File: src/rtl/dsi_pkg.sv
// Shared definitions for the DSI high-speed lane blocks (receive and transmit).
package dsi_pkg;

   // Leader byte that opens every HS burst, bit 0 sent first.
   localparam logic [7:0] SYNC_SEQUENCE = 8'b0001_1101;

   // Receive-lane protocol states.
   typedef enum logic [2:0] {
      RX_IDLE        = 3'd0,
      RX_SETTLE      = 3'd1,
      RX_SYNC_SEARCH = 3'd2,
      RX_ACTIVE      = 3'd3,
      RX_WAIT_END    = 3'd4
   } rx_state_e;

   // Byte starting at bit position 'offset' inside a two-byte window.
   function automatic logic [7:0] window_byte(input logic [15:0] window, input logic [2:0] offset);
      return window[offset +: 8];
   endfunction

endpackage

File: src/rtl/dsi_hs_lane_rx_if.sv
// Byte-level connection between the HS deserializer/PHY side and the lane receiver.
interface dsi_hs_lane_rx_if;
   logic       rx_enable;
   logic [7:0] hs_input;
   logic [7:0] data_out;
   logic       data_valid;
   logic       active;
   logic       eot;
   logic       sync_err;

   modport master (
      output rx_enable, hs_input,
      input  data_out, data_valid, active, eot, sync_err
   );

   modport slave (
      input  rx_enable, hs_input,
      output data_out, data_valid, active, eot, sync_err
   );
endinterface

File: src/rtl/dsi_hs_byte_aligner.sv
// Sync-pattern search over a 16-bit window and barrel shift for a chosen bit offset.
module dsi_hs_byte_aligner
   import dsi_pkg::*;
(
   input  logic [15:0] window,
   input  logic [2:0]  offset,
   output logic        match,
   output logic [2:0]  match_offset,
   output logic [7:0]  aligned_byte
);

   logic [7:0] hit_s;

   // Compare each of the eight byte-wide slices of the window with the sync pattern.
   always_comb begin
      hit_s = 8'h00;
      for (int k = 0; k < 8; k++) begin
         hit_s[k] = (window[k +: 8] == SYNC_SEQUENCE);
      end
   end

   // Priority-encode the hits so that the lowest matching bit position wins.
   always_comb begin
      match        = 1'b1;
      match_offset = 3'd0;
      casez (hit_s)
         8'b???????1: match_offset = 3'd0;
         8'b??????10: match_offset = 3'd1;
         8'b?????100: match_offset = 3'd2;
         8'b????1000: match_offset = 3'd3;
         8'b???10000: match_offset = 3'd4;
         8'b??100000: match_offset = 3'd5;
         8'b?1000000: match_offset = 3'd6;
         8'b10000000: match_offset = 3'd7;
         default: begin
            match        = 1'b0;
            match_offset = 3'd0;
         end
      endcase
   end

   // Extract the byte that starts at the locked bit offset.
   always_comb begin
      aligned_byte = window_byte(window, offset);
   end

endmodule

File: src/rtl/dsi_hs_lane_rx.sv
// DSI high-speed data lane receiver: settle, sync search, byte alignment and
// HS-trail removal through a small holdback buffer.
module dsi_hs_lane_rx
   import dsi_pkg::*;
#(
   parameter int SETTLE_CYCLES = 2,
   parameter int SYNC_TIMEOUT  = 8,
   parameter int TRAIL_BYTES   = 2
)(
   input  logic            clk_sys,
   input  logic            rst_n,
   dsi_hs_lane_rx_if.slave lane
);

   localparam int CNT_MAX = (SETTLE_CYCLES > SYNC_TIMEOUT) ? SETTLE_CYCLES : SYNC_TIMEOUT;
   localparam int CW      = $clog2(CNT_MAX + 1);
   localparam int HW      = $clog2(TRAIL_BYTES + 1);

   localparam logic [CW-1:0] CNT_ZERO    = {CW{1'b0}};
   localparam logic [CW-1:0] CNT_ONE     = CW'(1);
   localparam logic [CW-1:0] SETTLE_LAST = CW'(SETTLE_CYCLES - 1);
   localparam logic [CW-1:0] SEARCH_LAST = CW'(SYNC_TIMEOUT - 1);
   localparam logic [HW-1:0] HB_ZERO     = {HW{1'b0}};
   localparam logic [HW-1:0] HB_ONE      = HW'(1);
   localparam logic [HW-1:0] HB_FULL     = HW'(TRAIL_BYTES);

   rx_state_e        state_r, state_s;
   logic [CW-1:0]    cnt_r, cnt_s;
   logic [2:0]       offset_r, offset_s;
   logic [7:0]       prev_byte_r;
   logic [15:0]      window_s;
   logic             match_s;
   logic [2:0]       match_offset_s;
   logic [7:0]       aligned_s;

   logic             push_s, flush_s, pop_s;
   logic             eot_s, err_s, active_s;
   logic             hb_full_s;
   logic [HW-1:0]    hb_cnt_r, hb_cnt_s;
   logic [7:0]       hb_mem_r [TRAIL_BYTES];
   logic [7:0]       hb_mem_s [TRAIL_BYTES];

   logic [7:0]       data_out_r;
   logic             data_valid_r, active_r, eot_r, sync_err_r;

   // Current byte on top of the previous one: any 8-bit alignment is visible here.
   always_comb begin
      window_s = {lane.hs_input, prev_byte_r};
   end

   dsi_hs_byte_aligner u_aligner (
      .window       (window_s),
      .offset       (offset_r),
      .match        (match_s),
      .match_offset (match_offset_s),
      .aligned_byte (aligned_s)
   );

   // State register.
   always_ff @(posedge clk_sys or negedge rst_n) begin
      if (!rst_n) begin
         state_r <= RX_IDLE;
      end else begin
         state_r <= state_s;
      end
   end

   // Next-state logic; rx_enable low always dominates any other event.
   always_comb begin
      state_s  = state_r;
      cnt_s    = cnt_r;
      offset_s = offset_r;
      push_s   = 1'b0;
      flush_s  = 1'b0;
      eot_s    = 1'b0;
      err_s    = 1'b0;
      active_s = active_r;
      case (state_r)
         RX_IDLE: begin
            if (lane.rx_enable) begin
               state_s = RX_SETTLE;
               cnt_s   = CNT_ZERO;
            end else begin
               state_s = RX_IDLE;
            end
         end
         RX_SETTLE: begin
            if (!lane.rx_enable) begin
               state_s = RX_IDLE;
            end else if (cnt_r == SETTLE_LAST) begin
               state_s = RX_SYNC_SEARCH;
               cnt_s   = CNT_ZERO;
            end else begin
               cnt_s   = cnt_r + CNT_ONE;
            end
         end
         RX_SYNC_SEARCH: begin
            if (!lane.rx_enable) begin
               state_s = RX_IDLE;
            end else if (match_s) begin
               state_s  = RX_ACTIVE;
               offset_s = match_offset_s;
               active_s = 1'b1;
            end else if (cnt_r == SEARCH_LAST) begin
               state_s = RX_WAIT_END;
               err_s   = 1'b1;
            end else begin
               cnt_s   = cnt_r + CNT_ONE;
            end
         end
         RX_ACTIVE: begin
            if (!lane.rx_enable) begin
               state_s  = RX_IDLE;
               flush_s  = 1'b1;
               eot_s    = 1'b1;
               active_s = 1'b0;
            end else begin
               push_s   = 1'b1;
            end
         end
         RX_WAIT_END: begin
            if (!lane.rx_enable) begin
               state_s = RX_IDLE;
            end else begin
               state_s = RX_WAIT_END;
            end
         end
         default: begin
            state_s  = RX_IDLE;
            flush_s  = 1'b1;
            active_s = 1'b0;
         end
      endcase
   end

   // Holdback: the newest TRAIL_BYTES bytes stay inside until more payload proves
   // they are not HS-trail; a push into a full buffer releases the oldest byte.
   always_comb begin
      hb_mem_s  = hb_mem_r;
      hb_cnt_s  = hb_cnt_r;
      pop_s     = 1'b0;
      hb_full_s = (hb_cnt_r == HB_FULL);
      if (flush_s) begin
         for (int i = 0; i < TRAIL_BYTES; i++) begin
            hb_mem_s[i] = 8'h00;
         end
         hb_cnt_s = HB_ZERO;
      end else if (push_s) begin
         if (hb_full_s) begin
            pop_s = 1'b1;
            for (int i = 0; i < TRAIL_BYTES - 1; i++) begin
               hb_mem_s[i] = hb_mem_r[i + 1];
            end
            hb_mem_s[TRAIL_BYTES - 1] = aligned_s;
         end else begin
            for (int i = 0; i < TRAIL_BYTES; i++) begin
               if (HW'(i) == hb_cnt_r) begin
                  hb_mem_s[i] = aligned_s;
               end else begin
                  hb_mem_s[i] = hb_mem_r[i];
               end
            end
            hb_cnt_s = hb_cnt_r + HB_ONE;
         end
      end else begin
         hb_cnt_s = hb_cnt_r;
      end
   end

   // Datapath and output registers; data_out keeps its value between strobes.
   always_ff @(posedge clk_sys or negedge rst_n) begin
      if (!rst_n) begin
         prev_byte_r  <= 8'h00;
         cnt_r        <= CNT_ZERO;
         offset_r     <= 3'd0;
         hb_cnt_r     <= HB_ZERO;
         for (int i = 0; i < TRAIL_BYTES; i++) begin
            hb_mem_r[i] <= 8'h00;
         end
         data_out_r   <= 8'h00;
         data_valid_r <= 1'b0;
         active_r     <= 1'b0;
         eot_r        <= 1'b0;
         sync_err_r   <= 1'b0;
      end else begin
         prev_byte_r  <= lane.hs_input;
         cnt_r        <= cnt_s;
         offset_r     <= offset_s;
         hb_cnt_r     <= hb_cnt_s;
         hb_mem_r     <= hb_mem_s;
         data_out_r   <= pop_s ? hb_mem_r[0] : data_out_r;
         data_valid_r <= pop_s;
         active_r     <= active_s;
         eot_r        <= eot_s;
         sync_err_r   <= err_s;
      end
   end

   assign lane.data_out   = data_out_r;
   assign lane.data_valid = data_valid_r;
   assign lane.active     = active_r;
   assign lane.eot        = eot_r;
   assign lane.sync_err   = sync_err_r;

endmodule

File: src/flat_wrapper.sv
// flat-port wrapper written by rule: the top's interface ports become plain ports
module dsi_hs_lane_rx_flat import dsi_pkg::*;
#(
   parameter int SETTLE_CYCLES = 2,
   parameter int SYNC_TIMEOUT  = 8,
   parameter int TRAIL_BYTES   = 2
)
  (clk_sys, rst_n, lane_rx_enable, lane_hs_input, lane_data_out, lane_data_valid, lane_active, lane_eot, lane_sync_err);
  dsi_hs_lane_rx_if lane_i ();
  input  logic clk_sys;
  input  logic rst_n;
  input wire logic [$bits(lane_i.rx_enable)-1:0] lane_rx_enable;
  input wire logic [$bits(lane_i.hs_input)-1:0] lane_hs_input;
  output wire logic [$bits(lane_i.data_out)-1:0] lane_data_out;
  output wire logic [$bits(lane_i.data_valid)-1:0] lane_data_valid;
  output wire logic [$bits(lane_i.active)-1:0] lane_active;
  output wire logic [$bits(lane_i.eot)-1:0] lane_eot;
  output wire logic [$bits(lane_i.sync_err)-1:0] lane_sync_err;
  assign lane_i.rx_enable = lane_rx_enable;
  assign lane_i.hs_input = lane_hs_input;
  assign lane_data_out = lane_i.data_out;
  assign lane_data_valid = lane_i.data_valid;
  assign lane_active = lane_i.active;
  assign lane_eot = lane_i.eot;
  assign lane_sync_err = lane_i.sync_err;
  dsi_hs_lane_rx #(.SETTLE_CYCLES(SETTLE_CYCLES), .SYNC_TIMEOUT(SYNC_TIMEOUT), .TRAIL_BYTES(TRAIL_BYTES)) u_core (.clk_sys(clk_sys), .rst_n(rst_n), .lane(lane_i));
endmodule
File: config.mk
export PLATFORM = sky130hd
export DESIGN_NAME = dsi_hs_lane_rx_flat
export DESIGN_NICKNAME = d
export VERILOG_FILES = /design/src/rtl/dsi_pkg.sv /design/src/rtl/dsi_hs_lane_rx_if.sv /design/src/rtl/dsi_hs_byte_aligner.sv /design/src/rtl/dsi_hs_lane_rx.sv /design/src/flat_wrapper.sv
export SDC_FILE = /design/constraint.sdc
export NUM_CORES = 1
export LEC_CHECK = 0
export BUFFER_PORTS_ARGS = -buffer_cell sky130_fd_sc_hd__buf_2
export CAP_MARGIN = 20
export CORE_MARGIN = 3
export CORE_UTILIZATION = 56
export CTS_CLUSTER_SIZE = 40
export DETAILED_ROUTE_END_ITERATION = 6
export PLACE_DENSITY = 0.78
export REMOVE_ABC_BUFFERS = 1
export SLEW_MARGIN = 20
export SYNTH_ARGS = -nofsm -noshare
export SYNTH_HDL_FRONTEND = slang
export SYNTH_SLANG_ARGS = --single-unit
File: constraint.sdc
create_clock -name clk_sys -period 2.6 [get_ports clk_sys]
set_clock_uncertainty 0.1 [all_clocks]
set_input_delay 0.52 -clock clk_sys [delete_from_list [all_inputs] [get_ports clk_sys]]
set_output_delay 0.52 -clock clk_sys [all_outputs]
set_load 0.01 [all_outputs]
Word level (Yosys, flattened, before mapping)

Index checks and enable logic that the tools add are counted.

Register bits after elaboration: 48
Input bits: 11
Output and inout port bits: 12

Add/sub/neg operators: 2
Equal/unequal tests: 33
Shift-type cells: 1
Mux-type cells: 42
Bitwise gates (word level): 1
Reductions and logical operators: 16

Operators by type and width:

| operator                                            | number |
|---|---|
| equality test 8 x 5 -> 1 bit, second input constant | 8 |
| two-way mux 16 bit                                  | 3 |
| two-way mux 4 bit                                   | 6 |
| two-way mux 3 bit                                   | 7 |
| one-hot mux 3 bit (7 select lines)                  | 1 |
| two-way mux 1 bit                                   | 16 |
| two-way mux 8 bit                                   | 2 |
| indexed part select 16 x 4 -> 8 bit                 | 1 |
| one-hot mux 3 bit (5 select lines)                  | 1 |
| inequality test 2 bit, second input constant        | 6 |
| one-hot mux 4 bit (3 select lines)                  | 1 |
| nonzero test 3 bit                                  | 3 |
| equality test 8 bit, second input constant          | 1 |
| OR reduction 8 bit                                  | 1 |
| equality test 7 bit, second input constant          | 1 |
| equality test 3 x 2 -> 1 bit, second input constant | 2 |
| equality test 3 bit, second input constant          | 2 |
| equality test 6 bit, second input constant          | 1 |
| two-way mux 2 bit                                   | 3 |
| AND reduction 2 bit                                 | 3 |
| AND reduction 3 bit                                 | 2 |
| AND reduction 6 bit                                 | 1 |
| equality test 5 bit, second input constant          | 1 |
| adder 4 x 1 -> 4 bit, second input constant         | 1 |
| 19 further kinds                                    | 21 |

Logic depth before layout (Yosys ltp)

Gate-level depths: netlist (run 1).

Depth in word-level cells: 7
Gate-level depth with buffers: 8
Gate-level depth less buffers: 8

Hierarchy

A second synthesis (run 1) with hierarchy kept.

Cell total of the unflattened synthesis: 225
Area, all modules: 2687.6 um^2

By module, submodules not included:

| module              | times used | cells each | area an instance (um^2) | sequential area each (um^2) |
|---|---|---|---|---|
| dsi_hs_lane_rx      | 1          | 169        | 2112.0                  | 1201.2 |
| dsi_hs_byte_aligner | 1          | 56         | 575.6                   | 0.0 |

Least setup slack after synthesis (run 1)

No wires, ideal clock.

Kind: in2reg
Start point: input lane_hs_input[4]
End point: register u_core.cnt_r[3]
Arrival: 1.602 ns
Required time: 2.370 ns
Path slack: 0.768 ns
Stages: 6
Path buffers: 0
Cells stage by stage: and4bb_1 o21ai_1 nand4_4 o22ai_2 mux2i_1 o21ai_1

Word-level cells in the longest chain between the ends: 6
Elaborated cells on any way between the ends: 10
Those cells by class: 7 x eq/ne; 1 x mux; 2 x reduce/logical

Ends and longest elaborated chain:

| item                                              | RTL line                  | source |
|---|---|---|
| start: declaration                                | flat_wrapper.sv:13        | `input wire logic [$bits(lane_i.hs_input)-1:0] lane_hs_input;` |
| equality test 8 x 5 -> 1 bit                      | dsi_hs_byte_aligner.sv:18 | `hit_s[k] = (window[k +: 8] == SYNC_SEQUENCE);` |
| equality test 8 bit, or another cell as far along | dsi_hs_byte_aligner.sv:26 | `casez (hit_s)` |
| OR reduction 8 bit (no line) (*)                  | n/a                       |  |
| two-way mux 1 bit (*)                             | dsi_hs_byte_aligner.sv:26 |  |
| inequality test 2 bit (no line) (*)               | n/a                       |  |
| AND reduction 6 bit (no line) (*)                 | n/a                       |  |
| end signal: assignment                            | dsi_hs_lane_rx.sv:187     | `cnt_r <= cnt_s;` |
| end: declaration                                  | dsi_hs_lane_rx.sv:28      | `logic [CW-1:0] cnt_r, cnt_s;` |

Mark *: on every way between the ends. The rest lies on a longest branch, timed or not.
A chain may end at the register's enable or synchronous reset.

Worst setup path in the final report (run 1)

Start point: register u_core.state_r[2]
End point: register u_core.hb_mem_r[8] (netlist name)

Word-level cells in the longest chain between the ends: 5
Elaborated cells on any way between the ends: 12
Those cells by class: 4 x eq/ne; 3 x mux; 5 x reduce/logical

Ends and longest elaborated chain:

| item                                                               | RTL line              | source |
|---|---|---|
| start: declaration                                                 | dsi_hs_lane_rx.sv:27  | `rx_state_e state_r, state_s;` |
| start signal: assignment                                           | dsi_hs_lane_rx.sv:64  | `state_r <= state_s;` |
| equality test 3 x 1 -> 1 bit, or another cell as far along         | dsi_hs_lane_rx.sv:78  | `case (state_r)` |
| OR reduction 4 bit (no line)                                       | n/a                   |  |
| one-hot mux 1 bit (2 select lines)                                 | dsi_hs_lane_rx.sv:78  |  |
| nonzero test 3 bit (no line) or nonzero test 2 bit (tied branches) | n/a                   |  |
| AND reduction 2 bit (no line)                                      | n/a                   |  |
| end signal: assignment                                             | dsi_hs_lane_rx.sv:190 | `hb_mem_r <= hb_mem_s;` |
| end: declaration                                                   | dsi_hs_lane_rx.sv:40  | `logic [7:0] hb_mem_r [TRAIL_BYTES];` |

Several ways; a longest one is shown, not always the timed one.

==> results of run 1 <==
-- per-layer routing --
| layer | global-route usage, % | vias up | wire (µm) |
|---|---|---|---|
| met3 | 4.73 | 6 | 162 |
| met4 | 7.04 | 0 | 55 |
| met2 | 29.7 | 36 | 2270 |
| met5 | 0 | - | 0 |
| li1 | - | 887 | - |
| met1 | 25.1 | 886 | 2080 |
-- how the worst min path moves through the flow --
stage                     slack, ns                      end  startpoint  cells past startpoint
final                         0.003  u_core.lane.data_out[6]       rst_n                      1
after global routing           0.02  u_core.lane.data_out[6]       rst_n                      1
after global placement         0.34  u_core.lane.data_out[6]       rst_n                      1
after floorplan                0.12          u_core.cnt_r[0]       rst_n                      0
after CTS                     0.008       u_core.hb_mem_r[7]       rst_n                      1
after detailed placement       0.34  u_core.lane.data_out[6]       rst_n                      1
-- cell usage after synthesis --
library cell   n
nor3b_1        2
o22ai_2        1
mux4_2         7
ha_1           4
dfrtp_1       48
nor3_1         4
buf_12         1
a31oi_1        2
o21ai_1       10
clkbuf_1       1
nor4b_1        1
a21oi_2        1
buf_6          1
and4bb_1       3
o22ai_1       10
nor2b_1        1
o21ai_0        4
and4bb_2       5
a22oi_1        2
or2_0          1
inv_1          5
o31a_1         1
mux2i_1       16
nor4bb_1       4
nand3_1        2
o31ai_2        2
a21oi_1        8
o21bai_1       1
and3_1         1
nor2_1        13
buf_2          5
nor2_2         2
a32o_1         1
o21a_1         1
nand2b_1       4
clkinv_1       1
and3b_1        1
or3_1          1
mux2_2        17
o21ai_2        6
nand4_4        1
a211oi_1       1
nand2_1       21
-- stage by stage --
stage / total power, µW / util (%)
after floorplan: 1660 / -
after global placement: 1830 / 61.8
after detailed placement: 1860 / 61.8
after CTS: 2440 / 64.5
after global routing: 2590 / 64.5
final: 2410 / 64.5
-- worst max-delay path: stages (launching register included) --
cell,delay (ns)
dfrtp_1,0.48
nand2b_1,0.31
o31ai_2,0.86
o21ai_1,0.18
-- power breakdown --
group,internal [µW],switching [µW]
combinational,365,389
sequential,937,150
clock,315,251
total,1620,789
-- area by class of cell --
| cell class | instances | area [µm²] | share of cell area (%) |
|---|---|---|---|
| clock inverters | 2 | 38.8 | 1.36 |
| clock buffers | 6 | 82.6 | 2.90 |
| inverters | 6 | 22.5 | 0.791 |
| repair buffers | 24 | 125 | 4.39 |
| well taps | 52 | 65.1 | 2.28 |
| flip-flops and latches | 48 | 1200 | 42.2 |
| multi-input cells | 162 | 1310 | 46.1 |
-- logic make-up (layout without fill, tap and decap cells) --
group                    count (synthesis)  count (layout)
AO/OA/AOI/OAI                           51              51
adder cells (fa/ha/maj)                  4               4
buffers and inverters                   14              38
flip-flops                              48              48
multiplexers                            40              40
AND/OR/NAND/NOR                         67              67
-- state kept, by name, indices dropped and copies added, names as in the netlist --
name and flops:
u_core.cnt_r 4, u_core.lane.data_valid 1, u_core.lane.eot 1, u_core.hb_mem_r 16, u_core.prev_byte_r 8, u_core.lane.sync_err 1, u_core.lane.data_out 8, u_core.offset_r 3
u_core.hb_cnt_r 2, u_core.state_r 3, u_core.lane.active 1
==> results.py, run 1 <==
metrics = {
    "route": {
        "viasPerCell": 6.05,
        "ant_nets": 0,
        "first_iter_violations": 79,
        "drc": 0,
        "avgRoutedWirePerCell_um": 15.3,
        "drtPass1Iterations": 4,
        "vias": 1815,
        "wl_um": 4580,
    },
    "synthesis": {
        "syn_area_per_cell_um2": 11.6,
        "synth_top_area_share_pct": 46.2,
        "yosys.area_share.adder_pct": 1.93,
        "synth.cell_area_mm2": 0.00260,
        "synth-seq-area-share_pct": 46.2,
        "synth_seq_cells": 48,
        "synthTopCellsByArea": "dfrtp_1, mux2_2, mux2i_1, mux4_2, nand2_1",
        "synth_top_family_by_area": "multiplexers",
        "ys_types": 43,
        "synth_xor_area_share_pct": 0,
        "synthMuxAreaShare_pct": 19.6,
        "synthCells": 224,
        "synth.yosys.warnings": 0,
        "synth_compound_area_share_pct": 13.1,
        "synth_top_area_cell": "dfrtp_1",
        "synth-simple-area-share_pct": 15.9,
    },
    "placed_design": {
        "dp_hpwl_um": 3430,
        "post-place-cells": 292,
        "dp_slack_ns": 0.417,
        "portBuffers": 22,
        "post_dp_cell_area_mm2": 0.00273,
        "place.gp.congestion": 0.898,
    },
    "clock_network": {
        "clk_pin_slew_ns": 0.09,
        "cts_buffer_depth": 2,
        "postCtsSetupRepairBufs": 0,
        "htreeDepth": 2,
        "cts_hold_buf": 0,
        "cts-root-buf": "clkbuf_8",
        "cts_made_buffers": 5,
        "cts_tree": "built",
        "clock-sinks": 48,
        "cts_resized": 0,
        "insertion_delay_ns": 0.31,
    },
    "critical_path": {
        "ff2ff_setup_slack_ns": 0.52,
        "worstPathMaxFanout": 16,
        "cp-start-kind": "flip-flop",
        "r2r_cells": 3,
        "worstPathArrival_ns": 2.13,
        "rr_endpoint": "u_core.hb_mem_r[8]",
        "crit_path_end": "u_core.hb_mem_r[8]",
        "required_ns": 2.66,
        "worstSetupPathType": "reg -> reg",
        "startpoint": "u_core.state_r[2]",
        "regToRegStartpoint": "u_core.state_r[2]",
        "crit_path_end_kind": "flip-flop",
    },
    "floorplan": {
        "start_util_pct": 58.8,
        "rows": 24,
        "die_area_mm2": 0.00549,
        "io_pins": 23,
        "die_h_um": 74.1,
        "core_area_mm2": 0.00441,
        "dieWidth_um": 74.1,
    },
    "sta": {
        "finalHoldViolations": 0,
        "worst_slack_ns": 0.523,
        "worst_slew_margin_rel_pct": 31.6,
        "fmax_ghz": 0.481,
        "final.setup.tns_ns": 0,
        "layout_min_cycle_time_ns": 2.08,
        "holdWs_ns": 0.00326,
        "rsz0062_at_grt": "no",
        "setup_viol": 0,
        "slew_violations": 0,
        "worst_slew_pin_slew_ns": 1.02,
        "fin_crit_sh_pct": 79.9,
    },
    "grt": {
        "gr-usage-all-layers_pct": 18.8,
        "antenna_found_initial": 0,
        "grt_pass1_wl_um": 8010,
        "grt_pass1_vias": 1751,
        "overflow": 0,
        "grt_max_degree": 35,
    },
    "status": {
        "status": "finished clean",
    },
    "run": {
        "maxCapViolCount": 0,
    },
    "final_layout": {
        "nets": 262,
        "finish.instance_area_mm2": 0.00285,
        "num-fill-cells": 351,
        "drive_gt1_share_pct": 29.8,
        "layout_common_cells": "dfrtp_1, buf_2, nand2_1, mux2_2, mux2i_1",
        "syn_to_final_growth_pct": 9.68,
        "mostFrequentLayoutCell": "dfrtp_1",
        "antenna_cells": 0,
        "instances_no_fill": 300,
    },
    "pwr": {
        "vdd_drop_max_mv": 0.442,
        "p_per_area_mw_per_mm2": 845,
        "leakagePower_uw": 0.00125,
    },
    "hold_path": {
        "hold_path_class": "in -> async",
    },
}
(Power assumes the default switching activity.)
==> run 2, diff against run 1 <==
- ABC_AREA: unset -> 1
- CORE_UTILIZATION: 56 -> 54
- clock period: 2.6 -> 1.73 ns (I/O delays scaled with it)
==> run 2 against run 1 <==
  * Critical path depth grew 5
  * Utilization grew 0.87 points
  * Die area grew 8.0%
  * Via count grew 34%
  * Highest routed layer unchanged
  * Sequential share of layout area shrank 3.8 points
  * Critical endpoint is now u_core.hb_mem_r[15]
  * Combinational power grew 70%
  * Non-clock buffer count grew 10
  * Wire length grew 23%
==> results.py, run 2 <==
metrics = {
    "synthesis": {
        "synth.yosys.warnings": 0,
        "synthTopCellsByArea": "dfrtp_1, nand2_1, nor2_1, o21ai_0, inv_1",
        "synthFlopType": "dfrtp_1",
        "synth_edf_count": 0,
        "ys_types": 27,
        "synth-seq-area-share_pct": 44.1,
        "synthCells": 388,
        "synth_common_cells": "nand2_1, nor2_1, dfrtp_1, inv_1, o21ai_0",
        "yosysMostFrequentCell": "nand2_1",
        "synth_top_area_share_pct": 44.1,
        "synth.cell_area_mm2": 0.00272,
        "synth_top_area_cell": "dfrtp_1",
        "synth_seq_cells": 48,
        "syn_area_per_cell_um2": 7.02,
        "async_flop_share_pct": 100,
    },
    "final_layout": {
        "syn_to_final_growth_pct": 14.9,
        "largest_reg_flops": 16,
        "mostFrequentLayoutCell": "nand2_1",
        "antenna_cells": 0,
        "drive_gt1_share_pct": 15.2,
        "nets": 436,
        "max_flop_register": "u_core.hb_mem_r",
        "layout_common_cells": "nand2_1, nor2_1, dfrtp_1, inv_1, buf_2",
    },
    "critical_path": {
        "worstPathArrival_ns": 1.72,
        "path_buf_inv": 1,
        "critical_path_cell_count": 8,
        "crit_path_end": "u_core.hb_mem_r[15]",
        "required_ns": 1.82,
        "cp_cell_sequence": "or2_4, nand2_4, nand2_4, o31ai_4, buf_12, nor2_1, nand2_1, nand2_1",
        "cp_slowest_cell": "dfrtp_2",
        "startpoint": "u_core.state_r[1]",
        "cp_slowest_stage_delay_ns": 0.45,
        "worstSetupPathType": "reg -> reg",
        "cp_top_family": "simple AND/OR/NAND/NOR gates",
        "r2r_cells": 8,
        "cp-start-kind": "flip-flop",
        "crit_path_end_kind": "flip-flop",
        "regToRegStartpoint": "u_core.state_r[1]",
        "worstPathMaxFanout": 16,
        "ff2ff_setup_slack_ns": 0.09,
        "rr_endpoint": "u_core.hb_mem_r[15]",
    },
    "grt": {
        "grt_max_degree": 49,
        "antenna_found_initial": 0,
        "overflow": 0,
        "gr-usage-all-layers_pct": 19.9,
        "grt_pass1_wl_um": 9830,
        "grt_pass1_vias": 2234,
    },
    "floorplan": {
        "start_util_pct": 56.9,
        "rows": 25,
        "dieWidth_um": 77.0,
        "die_area_mm2": 0.00593,
        "io_pins": 23,
        "die_h_um": 77.0,
        "core_area_mm2": 0.00479,
    },
    "sta": {
        "rsz0062_at_grt": "no",
        "worst_slew_margin_rel_pct": 74.5,
        "finalHoldViolations": 0,
        "worst_slack_ns": 0.0944,
        "layout_min_cycle_time_ns": 1.64,
        "slew_violations": 0,
        "setup_viol": 0,
        "fin_crit_sh_pct": 94.5,
        "fmax_ghz": 0.611,
        "final.setup.tns_ns": 0,
        "worst_slew_pin_slew_ns": 0.380,
    },
    "clock_network": {
        "cts_tree": "built",
        "postCtsSetupRepairBufs": 0,
        "clock-sinks": 48,
        "cts_made_buffers": 5,
        "cts-root-buf": "clkbuf_8",
        "clk_pin_slew_ns": 0.09,
        "htreeDepth": 2,
        "insertion_delay_ns": 0.29,
        "cts_buffer_depth": 2,
    },
    "route": {
        "drtPass1Iterations": 4,
        "avgRoutedWirePerCell_um": 11.5,
        "first_iter_violations": 193,
        "drc": 0,
        "ant_nets": 0,
        "viasPerCell": 4.97,
        "wl_um": 5630,
        "vias": 2431,
    },
    "pwr": {
        "clkPwrFrac_pct": 21.3,
        "power_frac_comb_pct": 34.4,
        "leakagePower_uw": 0.00171,
        "seqPwrFrac_pct": 44.3,
        "vdd_drop_max_mv": 0.648,
        "p_per_area_mw_per_mm2": 1190,
        "netSwitchingFraction_pct": 36.7,
        "switchingPower_uw": 1360,
        "intPower_uw": 2350,
    },
    "placed_design": {
        "portBuffers": 22,
        "place.gp.congestion": 0.928,
        "dp_slack_ns": 0.0230,
        "dp_hpwl_um": 4300,
    },
    "status": {
        "status": "finished clean",
    },
    "hold_path": {
        "holdPathStages": 1,
        "hold_path_class": "in -> reg",
    },
    "run": {
        "maxCapViolCount": 0,
    },
}
## run 2: changes by cell type after synthesis, moves of 6 or more
cell,before,now
nand3_1,2,14
o21ai_2,6,0
nand4_1,0,6
o22ai_1,10,0
mux2i_1,16,0
o21ai_0,4,25
a21oi_1,8,15
o21ai_1,10,0
mux2_2,17,0
nor2_1,13,57
nand2_1,21,159
mux4_2,7,0
inv_1,5,27
## run 2: how the worst min path moves through the flow
stage | from | end
finish | lane_hs_input[7] | u_core.prev_byte_r[7]
global route | lane_hs_input[7] | u_core.prev_byte_r[7]
CTS | lane_hs_input[7] | u_core.prev_byte_r[7]
detailed placement | rst_n | u_core.lane.data_out[0]
global placement | rst_n | u_core.lane.data_out[0]
floorplan | rst_n | u_core.cnt_r[0]
## run 2: logic make-up after synthesis
family | synth area share (%)
simple gates | 37.5
compound gates | 10.2
flops | 44.1
buf+inv | 6.11
fa+ha+maj | 1.84
xor+xnor | 0.322
## run 2: timing repair
item / CTS / global route
endpoints found under the hold margin: 48 / 0
setup endpoints to repair: 0 / 19
hold buffers: 1 / 0
resized for setup: 0 / 17
## run 2: metrics by stage
| step | hold WS (ns) | std cells | power (µW) | util [%] | area [µm²] |
|---|---|---|---|---|---|
| after floorplan | -0.0496 | 380 | 2540 | - | 2670 |
| after detailed placement | 0.252 | 480 | 2910 | 62.4 | 2990 |
| after global placement | 0.251 | 480 | 2860 | 62.4 | 2990 |
| after CTS | 0.0479 | 489 | 3710 | 64.9 | 3110 |
| after global routing | 0.0474 | 489 | 4020 | 65.4 | 3130 |
| final | 0.0530 | 489 | 3710 | 65.4 | 3130 |
## run 2: power by group through the flow
stage | Clock, µW | Sequential [µW] | Combinational [µW]
after floorplan | 0 | 1650 | 888
after global routing | 864 | 1690 | 1460
after global placement | 0 | 1640 | 1210
after CTS | 810 | 1640 | 1260
final | 790 | 1640 | 1280
after detailed placement | 0 | 1660 | 1250
## run 2: layer usage
layer | GRT usage (%) | vias to the layer above | wire (µm)
li1 | - | 1294 | -
met1 | 27.1 | 1086 | 2710
met2 | 34.2 | 49 | 2620
met5 | 0 | - | 0
met3 | 3.29 | 2 | 274
met4 | 3.20 | 0 | 23
## run 2: cell type report
type / count / area, µm²
fillers: 442 / 1660
multi-input cells: 301 / 1380
flip-flops and latches: 48 / 1200
repair buffers: 34 / 240
inverters: 31 / 116
well taps: 67 / 83.8
clock buffers: 6 / 72.6
clock inverters: 2 / 35.0
## run 2: worst register-to-register path, cell delays in order (launching register included)
cell and delay (ns):
dfrtp_2 0.45, or2_4 0.27, nand2_4 0.08, nand2_4 0.09
o31ai_4 0.22, buf_12 0.17, nor2_1 0.04, nand2_1 0.06
nand2_1 0.05
